File: src/rtl/motion_search_ctrl.sv
// Full-search sequencer for one block-compare engine: walks the candidate window in raster order,
// feeds the running best SAD back as the early-termination threshold and records the winner.
module motion_search_ctrl #(
  parameter int R     = 4,
  parameter int ACC_W = 18
) (
  input  logic                    clk_i,
  input  logic                    reset_n_i,
  input  logic                    start_i,
  input  logic                    abort_i,
  input  logic                    lim_l_i,
  input  logic                    lim_r_i,
  input  logic                    lim_t_i,
  input  logic                    lim_b_i,
  output logic                    busy_o,
  output logic                    done_o,
  output logic signed [4:0]       cand_dx_o,
  output logic signed [4:0]       cand_dy_o,
  output logic                    cmp_en_o,
  input  logic                    cmp_rdy_i,
  input  logic                    cmp_valid_i,
  input  logic [ACC_W-1:0]        cmp_accum_i,
  output logic [ACC_W-1:0]        cmp_oldaccum_o,
  output logic                    commit_o,
  output logic signed [4:0]       best_dx_o,
  output logic signed [4:0]       best_dy_o,
  output logic [ACC_W-1:0]        best_sad_o,
  output logic                    best_found_o
);

  typedef enum logic [2:0] {
    S_IDLE    = 3'd0,
    S_SEL     = 3'd1,
    S_LAUNCH  = 3'd2,
    S_WAIT_LO = 3'd3,
    S_WAIT_HI = 3'd4,
    S_FIN     = 3'd5,
    S_DRAIN   = 3'd6
  } state_t;

  localparam logic signed [4:0] POS_R    = 5'(R);
  localparam logic signed [4:0] NEG_R    = -POS_R;
  localparam logic signed [4:0] ZERO_V   = 5'sd0;
  localparam logic signed [4:0] ONE_V    = 5'sd1;
  localparam logic [ACC_W-1:0]  SAD_MAX  = {ACC_W{1'b1}};
  localparam logic [ACC_W-1:0]  SAD_ZERO = {ACC_W{1'b0}};
  localparam logic [ACC_W-1:0]  SAD_ONE  = {{(ACC_W-1){1'b0}}, 1'b1};

  state_t                state_q, state_d;
  logic signed [4:0]     cand_dx_q, cand_dx_d;
  logic signed [4:0]     cand_dy_q, cand_dy_d;
  logic signed [4:0]     best_dx_q, best_dx_d;
  logic signed [4:0]     best_dy_q, best_dy_d;
  logic [ACC_W-1:0]      best_sad_q, best_sad_d;
  logic [ACC_W-1:0]      thr_q, thr_d;
  logic                  best_found_q, best_found_d;
  logic                  busy_q, busy_d;
  logic                  done_q, done_d;
  logic                  cmp_en_q, cmp_en_d;
  logic                  commit_q, commit_d;

  logic                  cand_skip;
  logic                  at_end;
  logic                  is_last;
  logic signed [4:0]     x_last;
  logic signed [4:0]     y_last;
  logic signed [4:0]     nxt_dx;
  logic signed [4:0]     nxt_dy;

  // Candidate window bookkeeping: frame-edge skips, raster advance, last-launchable detection
  always_comb begin
    cand_skip = (lim_l_i && (cand_dx_q < ZERO_V)) || (lim_r_i && (cand_dx_q > ZERO_V)) ||
                (lim_t_i && (cand_dy_q < ZERO_V)) || (lim_b_i && (cand_dy_q > ZERO_V));
    x_last    = lim_r_i ? ZERO_V : POS_R;
    y_last    = lim_b_i ? ZERO_V : POS_R;
    at_end    = (cand_dx_q == POS_R) && (cand_dy_q == POS_R);
    is_last   = at_end || ((cand_dx_q == x_last) && (cand_dy_q == y_last));
    if (cand_dx_q == POS_R) begin
      nxt_dx = NEG_R;
      nxt_dy = cand_dy_q + ONE_V;
    end else begin
      nxt_dx = cand_dx_q + ONE_V;
      nxt_dy = cand_dy_q;
    end
  end

  // Next-state and registered-output decode
  always_comb begin
    state_d      = state_q;
    cand_dx_d    = cand_dx_q;
    cand_dy_d    = cand_dy_q;
    best_dx_d    = best_dx_q;
    best_dy_d    = best_dy_q;
    best_sad_d   = best_sad_q;
    thr_d        = thr_q;
    best_found_d = best_found_q;
    busy_d       = busy_q;
    done_d       = 1'b0;
    cmp_en_d     = 1'b0;
    commit_d     = 1'b0;

    case (state_q)
      S_IDLE: begin
        // abort beats a same-cycle start
        if (start_i && !abort_i) begin
          cand_dx_d    = NEG_R;
          cand_dy_d    = NEG_R;
          best_sad_d   = SAD_MAX;
          thr_d        = SAD_MAX;
          best_found_d = 1'b0;
          busy_d       = 1'b1;
          state_d      = S_SEL;
        end else begin
          state_d = S_IDLE;
        end
      end
      S_SEL: begin
        if (abort_i) begin
          state_d = S_DRAIN;
        end else if (cand_skip) begin
          if (at_end) begin
            state_d = S_FIN;
          end else begin
            cand_dx_d = nxt_dx;
            cand_dy_d = nxt_dy;
            state_d   = S_SEL;
          end
        end else begin
          state_d = S_LAUNCH;
        end
      end
      S_LAUNCH: begin
        if (abort_i) begin
          state_d = S_DRAIN;
        end else if (cmp_rdy_i) begin
          cmp_en_d = 1'b1;
          state_d  = S_WAIT_LO;
        end else begin
          state_d = S_LAUNCH;
        end
      end
      S_WAIT_LO: begin
        if (abort_i) begin
          state_d = S_DRAIN;
        end else if (!cmp_rdy_i) begin
          state_d = S_WAIT_HI;
        end else begin
          state_d = S_WAIT_LO;
        end
      end
      S_WAIT_HI: begin
        if (abort_i) begin
          state_d = S_DRAIN;
        end else if (cmp_rdy_i) begin
          if (cmp_valid_i) begin
            best_sad_d   = cmp_accum_i;
            best_dx_d    = cand_dx_q;
            best_dy_d    = cand_dy_q;
            best_found_d = 1'b1;
            commit_d     = 1'b1;
            // the engine passes accum <= threshold, so threshold = best-1 keeps ties on the earlier vector
            thr_d        = (cmp_accum_i == SAD_ZERO) ? SAD_ZERO : (cmp_accum_i - SAD_ONE);
          end else begin
            commit_d = 1'b0;
          end
          if ((best_sad_d == SAD_ZERO) || is_last) begin
            state_d = S_FIN;
          end else begin
            cand_dx_d = nxt_dx;
            cand_dy_d = nxt_dy;
            state_d   = S_SEL;
          end
        end else begin
          state_d = S_WAIT_HI;
        end
      end
      S_FIN: begin
        if (abort_i) begin
          state_d = S_DRAIN;
        end else begin
          done_d  = 1'b1;
          busy_d  = 1'b0;
          state_d = S_IDLE;
        end
      end
      S_DRAIN: begin
        if (cmp_rdy_i) begin
          busy_d  = 1'b0;
          state_d = S_IDLE;
        end else begin
          state_d = S_DRAIN;
        end
      end
      default: begin
        busy_d  = 1'b0;
        state_d = S_IDLE;
      end
    endcase
  end

  // State and output registers
  always_ff @(posedge clk_i or negedge reset_n_i) begin
    if (!reset_n_i) begin
      state_q      <= S_IDLE;
      cand_dx_q    <= 5'sd0;
      cand_dy_q    <= 5'sd0;
      best_dx_q    <= 5'sd0;
      best_dy_q    <= 5'sd0;
      best_sad_q   <= SAD_MAX;
      thr_q        <= SAD_MAX;
      best_found_q <= 1'b0;
      busy_q       <= 1'b0;
      done_q       <= 1'b0;
      cmp_en_q     <= 1'b0;
      commit_q     <= 1'b0;
    end else begin
      state_q      <= state_d;
      cand_dx_q    <= cand_dx_d;
      cand_dy_q    <= cand_dy_d;
      best_dx_q    <= best_dx_d;
      best_dy_q    <= best_dy_d;
      best_sad_q   <= best_sad_d;
      thr_q        <= thr_d;
      best_found_q <= best_found_d;
      busy_q       <= busy_d;
      done_q       <= done_d;
      cmp_en_q     <= cmp_en_d;
      commit_q     <= commit_d;
    end
  end

  assign busy_o         = busy_q;
  assign done_o         = done_q;
  assign cand_dx_o      = cand_dx_q;
  assign cand_dy_o      = cand_dy_q;
  assign cmp_en_o       = cmp_en_q;
  assign cmp_oldaccum_o = thr_q;
  assign commit_o       = commit_q;
  assign best_dx_o      = best_dx_q;
  assign best_dy_o      = best_dy_q;
  assign best_sad_o     = best_sad_q;
  assign best_found_o   = best_found_q;

endmodule
File: config.mk
export PLATFORM = sky130hd
export DESIGN_NAME = motion_search_ctrl
export DESIGN_NICKNAME = d
export VERILOG_FILES = /design/src/rtl/motion_search_ctrl.sv
export SDC_FILE = /design/constraint.sdc
export NUM_CORES = 1
export LEC_CHECK = 0
export BUFFER_PORTS_ARGS = -buffer_cell sky130_fd_sc_hd__buf_2
export CORE_ASPECT_RATIO = 1.5
export CORE_UTILIZATION = 57
export CTS_CLUSTER_SIZE = 12
export DETAILED_ROUTE_END_ITERATION = 8
export MAX_ROUTING_LAYER = met4
export PLACE_DENSITY = 0.93
export SYNTH_ARGS = -nofsm -noshare
export SYNTH_HDL_FRONTEND = slang
export SYNTH_SLANG_ARGS = --single-unit
File: constraint.sdc
create_clock -name clk_i -period 6 [get_ports clk_i]
set_input_delay 0.6 -clock clk_i [delete_from_list [all_inputs] [get_ports clk_i]]
set_output_delay 0.6 -clock clk_i [all_outputs]
set_load 0.05 [all_outputs]
# Word level (Yosys, flattened, before mapping)
# Cells that the tools add are included.
# word_totals
out_inout_bits,61
elab_cells,129
ramBits,0
romBits,0
input_bits,28
latchBits,0
memories,0
reg_bits,64
# classes
muxes,64
shifts,0
eq_ne,20
magnitude_cmp,4
bitwise_logic,2
multipliers,0
addsub,3
reduce_logical,24
n_div,0
# op_table
operator,count
18-bit two-way mux,11
5-bit two-way mux,15
18-bit case mux with 2 select lines,2
3-bit two-way mux,13
18-bit zero test,2
5-bit case mux with 3 select lines,2
3-bit case mux with 7 select lines,1
"2-bit != test, second input constant",10
1-bit two-way mux,18
"18-bit by 1-bit subtractor with 18-bit output, second input constant",1
4-bit AND reduction,3
"5-bit by 2-bit adder with 5-bit output, second input constant",2
5-bit by 4-bit equality test with 1-bit output,2
"5-bit by 4-bit equality test with 1-bit output, second input constant",2
"5-bit by 1-bit > comparator with 1-bit output, second input constant",2
"5-bit by 1-bit < comparator with 1-bit output, second input constant",2
"3-bit equality test, second input constant",3
8-bit AND reduction,1
1-bit logical AND,7
"3-bit by 2-bit equality test with 1-bit output, second input constant",2
1-bit logical OR,5
5-bit AND reduction,1
1-bit case mux with 4 select lines,1
4-bit OR reduction,1
other kinds (7),8

# Logic depth before layout (Yosys ltp)
# Gate-level depths: netlist of run 1.
# logic_depth
depth_word,10
depth_mapped,10
ltp_nobuf,8

# Least setup slack after synthesis of run 1
# No wires, ideal clock.
# synth_timing
path_type,input-to-reg
start,in cmp_accum_i[9]
end,reg thr_q[15] (netlist: cmp_oldaccum_o[15])
cell_stages,8
n_path_buf,2
required_ns,5.907
setup_ns,0.093
slack_ns,3.424
t_arrival_ns,2.483
cell_sequence,or4_4 -> or3_4 -> or3_1 -> buf_6 -> nor3_4 -> buf_6 -> o2bb2ai_1 -> a21oi_1
# synth_between
elab_chain_cells,6
word_cells_on_any_way,7
cone_classes,add/sub: 1; mux: 5; reduce/logical: 1
# synth_rtl
item,line,source
from (decl),22,"input logic [ACC_W-1:0] cmp_accum_i,"
18-bit by 1-bit subtractor with 18-bit output or 18-bit zero test (tied branches),162,thr_d = (cmp_accum_i == SAD_ZERO) ? SAD_ZERO : (cmp_accum_i - SAD_ONE);
18-bit two-way mux (*),162,
18-bit two-way mux (*),155,if (cmp_valid_i) begin
18-bit two-way mux (*),154,end else if (cmp_rdy_i) begin
18-bit two-way mux (*),152,if (abort_i) begin
18-bit case mux with 2 select lines (*),102,case (state_q)
to (signal assigned),223,thr_q <= thr_d;
to (decl),55,"logic [ACC_W-1:0] thr_q, thr_d;"
# Mark *: on every way between the ends. The rest lies on a longest branch, timed or not. The select of a mux whose other input is x is not followed.
# A chain may end at the register's enable or synchronous reset.

# Worst setup path in the final report of run 1
# layout_timing
start,in cmp_accum_i[0]
end,reg thr_q[14] (netlist: cmp_oldaccum_o[14])
# The elaborated chain is that of the path after synthesis.

==> metrics.md, run 1 <==
| Metric | Value |
|---|---|
| Global route total overflow | 0 |
| Dominant synthesized flop cell | dfstp_2 |
| Synth top area cells | dfstp_2 28%, dfrtp_1 21%, o22a_1 4.7% |
| Row cnt | 34 |
| CTS sink count | 64 |
| IO Pins | 89 |
| Antenna violations before repair | 0 |
| Final std cells w/o fill | between 400 and 500 |
| Synth area leader | dfstp_2 |
| Reg2reg start | cand_dx_o[0] |
| Pre-antenna DRT Iters | 4 |
| Final Critical Period | between 2 and 3 ns |
| CP Launch Type | primary input |
| Antenna cells | 0 |
| WL final | around 8600 um |
| Sequential power share | between 30% and 40% |
| Yosys reg bits | 64 |
| Setup ws final | 3.27 ns |
| Share of post-route cells with drive strength above 1 | 36.2% |
| Final Cell Area | 4060 sq um |
| Setup violators final | 0 |
| Maxcap violations | 0 |
| Synth Cell Area | about 3400 sq um |
| Crit path capture type | flop |
| Detailed Route Iter0 Violations | 362 |
| CTS max path bufs | 2 |
| First-pass GRT wire length | between 10000 and 15000 um |
| Syn. warnings | 0 |
| Max incr delay on CP | 0.57 ns |
| Worst-margin pin slew | 0.785 ns |
| Footprint of the multi-input gates | about 1600 sq um |
| Post-CTS Resized | 0 |
| Area of placed instances | between 3000 and 4000 sq um |
| Port Buffers | a little under 90 |
| Sw Share | between 50% and 60% |
| Clk network pwr share | between 10% and 20% |
| DRC | 0 |
| Most common cell after layout, fill and taps aside | buf_2 |
| Worst min path class | primary input to asynchronous set/reset pin |
| Leakage power total | between 1.5 and 2 nW |
| Setup bufs post-CTS | 0 |
| Vias in the first global route | 2813 |
| Clock Pin Slew Worst Setup and Hold Paths | about 0.070 ns |
| Net Count, Synth | ~370 |
| Worst path arrival time | approximately 3.0 ns |
| Slew Viols, Final | 0 |
| Largest net degree at the start of global routing | 65 |
| Cell variety after synth | 55 |
| Worst relative slew slack | between 40% and 50% |
| Clk_lat worst skew | about 0.35 ns |
| Worst Reg-to-Reg Cells | 8 |
| Final Util | between 70% and 80% |
| Pwr dens | between 600 and 700 nW/um^2 |
| Flop-to-flop setup slack | 3.38 ns |
| GPL Wtd Cong | roughly 0.89 |
| P_int | about 1.3 mW |
| CTS Buf Count | 9 |
| Run status | finished clean |
| Area fraction of the dominant cell type after synthesis | 28.0% |
| Vias | between 3000 and 4000 |
| DR vias/cell | ~6.1 |
| CORE AREA | about 5700 sq um |
| Required @ worst endpoint | ~6.3 ns |
| Die width | roughly 65 um |
| Full die area | roughly 6200 sq um |
| Post-synthesis sequential area ratio | a little under 50% |
| CTS tree | built |
| Switching power total | around 1.3 mW |
| Post-route ant nets | 0 |
| Final Skew | roughly 0.0068 ns |
| Critical Path, Cell by Cell | buf_2 -> inv_1 -> ha_1 -> nor3b_1 -> nand2_1 -> or3_1 -> nor3_4 -> o21bai_1 -> a21oi_1 |
| Combinational power share | ~50% |
| DP Worst Slack | 2.95 ns |
| RSZ-0062 raised after global routing | false |
| DP Cell Count | approximately 480 |
| Hold buffers post-CTS | 0 |
| CTS root buf | clkbuf_8 |
| Syn Inst Count | ~340 |
| Crit share post-route | between 40% and 50% |
| Die H | just under 100 um |
| H-Tree Depth | 3 |
| Synth-to-Final Area Change | 20.1% |
| Drt wl/cell | roughly 17 um |
| Synthesized area per cell | between 9 and 10 sq um |
| Final TNS setup | 0 ns |
| Hpwl dp | ~6000 um |
| CP bufs+invs | 2 |
| Layout Nets | ~450 |
| CP top delay family | simple AND/OR/NAND/NOR gates |
| Fill count | around 450 |
| EDFF count, synth | 0 |
| Final Hold Fails | 0 |
| Initial cell density of the core | roughly 60% |
| All-Layer GR Usage | a little under 30% |
| CP Class | primary input to flop |
| Fmax | between 300 and 400 MHz |
| RR Endpoint | cand_dx_o[3] |
| Register area | 1650 sq um |
| Slowest-stage cell, CP | nor3_4 |
| Worst IR Drop VDD | 0.345 mV |
| Highest-count cells in the layout ignoring fill and taps | 88 x buf_2, 36 x dfstp_2, 29 x nand2_1, 28 x dfrtp_1, 23 x o21ai_1 |
| Crit path max fanout | 16 |
| Async SR Flop Fraction | 100% |
[metal layers]
metal  up-vias  share of wire, %  track usage [%]
li1       1412                 -                -
met1      1493                38             32.8
met2       124                53             51.5
met3        27               5.5             5.21
met4         0               3.4             14.6
met5         -                 0                -
[registers in the layout (all words and copies together) (netlist names)]
| register | cells |
|---|---|
| best_dx_o | 5 |
| best_dy_o | 5 |
| best_found_o | 1 |
| best_sad_o | 18 |
| busy_o | 1 |
| cand_dx_o | 5 |
| cand_dy_o | 5 |
| cmp_en_o | 1 |
| cmp_oldaccum_o | 18 |
| commit_o | 1 |
| done_o | 1 |
| state_q | 3 |
[final cells by class]
class | instances | share of cell area (%)
clock buffers | 13 | 4.47
clock inverters | 3 | 1.08
inverters | 13 | 1.20
multi-input cells | 241 | 39.1
flip-flops and latches | 64 | 40.6
well taps | 72 | 2.22
repair buffers | 91 | 11.4
[power groups by stage]
stage               clock [mW]  combinational, mW  sequential [mW]
finish                   0.413               1.25            0.906
global route             0.435               1.33            0.931
CTS                      0.418               1.26            0.901
detailed placement           0               1.26            0.907
global placement             0               1.23            0.896
floorplan                    0              0.368             1.50
[worst max-delay path by stage]
stage	start	to	slack [ns]	cells past startpoint
after floorplan	cmp_accum_i[9]	cmp_oldaccum_o[15]	3.42	8
after global placement	cmp_accum_i[9]	cmp_oldaccum_o[14]	3.03	7
after detailed placement	cmp_accum_i[0]	cmp_oldaccum_o[5]	2.95	9
after CTS	cmp_accum_i[0]	cmp_oldaccum_o[14]	3.27	9
after global routing	cmp_accum_i[0]	cmp_oldaccum_o[14]	3.12	9
final	cmp_accum_i[0]	cmp_oldaccum_o[14]	3.27	9
[cells in the mapped netlist, types with 3 or more instances]
cell / count
dfstp_2: 36
nand2_1: 29
dfrtp_1: 28
o21ai_1: 23
a21oi_1: 20
o22a_1: 18
clkbuf_1: 16
nor2_1: 15
o21a_1: 13
inv_1: 12
nor3_1: 8
o21ai_0: 8
xnor2_1: 8
a31oi_1: 7
nand2b_1: 7
nand3_1: 7
nor3b_1: 7
nor4_1: 6
ha_1: 5
or3_1: 5
a211oi_1: 4
and3_1: 3
buf_6: 3
mux2i_1: 3
nand4_1: 3
o21bai_1: 3
or3_4: 3
xor2_1: 3
[cell families (layout without fill, tap and decap cells)]
family / after synthesis / after routing / synth area share [%]
muxes: 3 / 3 / 0.889
adders and majority gates: 5 / 5 / 1.85
xor gates and xnor gates: 11 / 11 / 2.85
buffers and inverters: 34 / 120 / 4.48
DFF: 64 / 64 / 48.7
and+or+nand+nor: 109 / 109 / 18.6
AOI/OAI and AO/OA: 113 / 113 / 22.6
[through the flow]
| stage | total power [mW] | hold slack, ns |
|---|---|---|
| 2_1_floorplan | 1.86 | 0.304 |
| 3_3_place_gp | 2.13 | 0.456 |
| 3_5_place_dp | 2.16 | 0.465 |
| 4_1_cts | 2.58 | 0.441 |
| 5_1_grt | 2.69 | 0.481 |
| 6_report | 2.57 | 0.432 |
Note: power is estimated with default switching activity, not from simulation.
==> run 2, diff against run 1 <==
- CORE_UTILIZATION: 57 -> 53
- PLACE_DENSITY: 0.93 -> 0.88
- clock period: 6 -> 2.7 ns (I/O delays scaled with it)
==> run 2 against run 1 <==
Effect of this change:
- sequential power up 120%
- total power up 120%
- worst setup slack got worse by 3.0 ns
- clock skew increased by 0.0048 ns
- critical path depth did not move
- sequential share of layout area shrank 0.57 points
- cell count rose by 2.0%
- non-clock buffer count is 8 higher
- sequential cell count is the same
- combinational power rose by 130%
- first-iteration DRC count down 3.3%
==> metrics.md, run 2 (same netlist as run 1, synthesis figures left out) <==
| Metric | Value |
|---|---|
| Run status | finished clean |
| Worst path arrival time | 2.70 ns (-0.28 ns) |
| Most common cell after layout, fill and taps aside | buf_2 |
| Hpwl dp | 6170 um (+1.6%) |
| RSZ-0062 raised after global routing | false |
| Leakage power total | 1.71 nW (+2.3%) |
| GPL Wtd Cong | 0.935 (+5.4%) |
| Clk_lat worst skew | 0.35 ns (about the same) |
| Reg2reg start | cand_dx_o[0] |
| Setup bufs post-CTS | 0 (unchanged) |
| Synth-to-Final Area Change | 21.8% |
| Drt wl/cell | 17.1 um (-0.92%) |
| CTS max path bufs | 2 (unchanged) |
| Flop-to-flop setup slack | 0.25 ns (-3.13 ns) |
| H-Tree Depth | 3 (unchanged) |
| Final Util | 67.1% (-3.5 points) |
| CP Class | flop to flop |
| Worst IR Drop VDD | 0.679 mV (+96%) |
| Detailed Route Iter0 Violations | 350 (-3.3%) |
| Die H | 99.8 um (+3.6%) |
| Hold buffers post-CTS | 0 (unchanged) |
| Largest net degree at the start of global routing | 38 (-42%) |
| Worst min path class | primary input to asynchronous set/reset pin |
| WL final | 8680 um (+1.1%) |
| Max incr delay on CP | 0.42 ns (-0.15 ns) |
| Layout Nets | 461 (+1.8%) |
| First-pass GRT wire length | 13700 um (+1.3%) |
| Worst-margin pin slew | 0.820 ns (+0.0343 ns) |
| Post-CTS Resized | 0 (unchanged) |
| CORE AREA | 6130 sq um (+6.8%) |
| CTS sink count | 64 (unchanged) |
| Slew Viols, Final | 0 (unchanged) |
| Vias in the first global route | 2890 (+2.7%) |
| CTS Buf Count | 9 (unchanged) |
| Crit path capture type | flop |
| Fmax | approximately 400 MHz |
| Slowest-stage cell, CP | dfrtp_1 |
| Critical Path, Cell by Cell | inv_1 -> ha_1 -> nor3b_1 -> o221ai_1 -> o211ai_1 -> a211oi_2 -> buf_4 -> a21oi_1 -> a41oi_1 |
| Clock Pin Slew Worst Setup and Hold Paths | 0.08 ns (about the same) |
| Final Skew | 0.0117 ns (+0.00482 ns) |
| Final Hold Fails | 0 (unchanged) |
| Full die area | 6710 sq um (+7.4%) |
| Antenna cells | 0 (unchanged) |
| Initial cell density of the core | 55.1% (-3.7 points) |
| Crit share post-route | 90.9% |
| Final Critical Period | about 2.5 ns |
| Port Buffers | 88 (unchanged) |
| Worst Reg-to-Reg Cells | 9 (+1) |
| CP Launch Type | flop |
| Setup ws final | 0.246 ns (-3.02 ns) |
| DR vias/cell | 5.98 (-2.7%) |
| CP Depth | 9 (unchanged) |
| Row cnt | 35 (+2.9%) |
| CP top delay family | compound AO/OA/AOI/OAI gates |
| CP bufs+invs | 2 (unchanged) |
| Crit path max fanout | 6 (-10) |
| Post-route ant nets | 0 (unchanged) |
| Setup violators final | 0 (unchanged) |
| All-Layer GR Usage | 28.0% (-1.8 points) |
| Pwr dens | 1390 nW/um^2 (+120%) |
| CTS tree | built |
| DRC | 0 (unchanged) |
| Share of post-route cells with drive strength above 1 | 37.9% (+1.6 points) |
| CTS root buf | clkbuf_8 |
| RR Endpoint | cand_dx_o[3] |
| Global route total overflow | 0 (unchanged) |
| Required @ worst endpoint | 2.95 ns (-3.30 ns) |
| Final TNS setup | 0 ns (unchanged) |
| Highest-count cells in the layout ignoring fill and taps | 88 x buf_2, 36 x dfstp_2, 29 x nand2_1, 28 x dfrtp_1, 23 x o21ai_1 |
| Die width | 67.2 um (+3.6%) |
| Pre-antenna DRT Iters | 5 (+1) |
| IO Pins | 89 (unchanged) |
| Vias | 3033 (-0.75%) |
| Overall Power | 5.73 mW (+120%) |
| Maxcap violations | 0 (unchanged) |
| DP Worst Slack | 0.202 ns (-2.75 ns) |
| Antenna violations before repair | 0 (unchanged) |
| Worst relative slew slack | 45.4% (-2.3 points) |
-- run 2: cell types whose count changed in the layout (fill, tap and decap cells not counted), sizes merged --
cell | previous run | this run
bufinv | 1 | 2
inv | 14 | 13
buf | 91 | 99
clkbuf | 13 | 9
clkinv | 1 | 5
-- run 2: cell type report --
cell class,count,area (sq um)
inverters,13,48.8
well taps,74,92.6
flip-flops and latches,64,1650
repair buffers,99,523
clock inverters,7,96.3
clock buffers,9,124
multi-input cells,241,1590
fillers,487,2010
-- run 2: how the worst max path moves through the flow --
| stage | from | to | slack, ns |
|---|---|---|---|
| 2_1_floorplan | cand_dy_o[0] | cand_dx_o[4] | 0.15 |
| 3_3_place_gp | cmp_accum_i[4] | cand_dy_o[1] | 0.26 |
| 3_5_place_dp | cmp_accum_i[9] | cmp_oldaccum_o[16] | 0.20 |
| 4_1_cts | cand_dx_o[0] | cand_dx_o[3] | 0.22 |
| 5_1_grt | cand_dx_o[0] | cand_dx_o[3] | 0.10 |
| 6_report | cand_dx_o[0] | cand_dx_o[3] | 0.25 |
-- run 2: per-stage QoR --
stage	hold slack, ns	cells	area [sq um]
finish	0.0132	507	4120
global route	0.0658	507	4120
CTS	0.0214	507	4120
detailed placement	0.395	491	3900
global placement	0.400	491	3900
floorplan	-0.0256	339	3380
-- run 2: routing by layer --
| layer | vias up | routed length, um | track usage, % |
|---|---|---|---|
| li1 | 1425 | - | - |
| met1 | 1460 | 3250 | 30.2 |
| met2 | 120 | 4670 | 47.5 |
| met3 | 28 | 479 | 6.48 |
| met4 | 0 | 269 | 12.6 |
| met5 | - | 0 | - |
-- run 2: where the power goes --
group	switching, mW	total, mW	leakage, nW	internal (mW)
Clock	0.393	0.914	0.113	0.521
Combinational	2.09	2.84	0.872	0.750
Sequential	0.404	1.98	0.727	1.58
Total	2.89	5.73	1.71	2.85
-- run 2: worst register-to-register path, cell delays in order, from the launching register on --
cell	delay, ns
dfrtp_1	0.42
inv_1	0.11
ha_1	0.24
nor3b_1	0.15
o221ai_1	0.38
o211ai_1	0.19
a211oi_2	0.37
buf_4	0.22
a21oi_1	0.08
a41oi_1	0.20
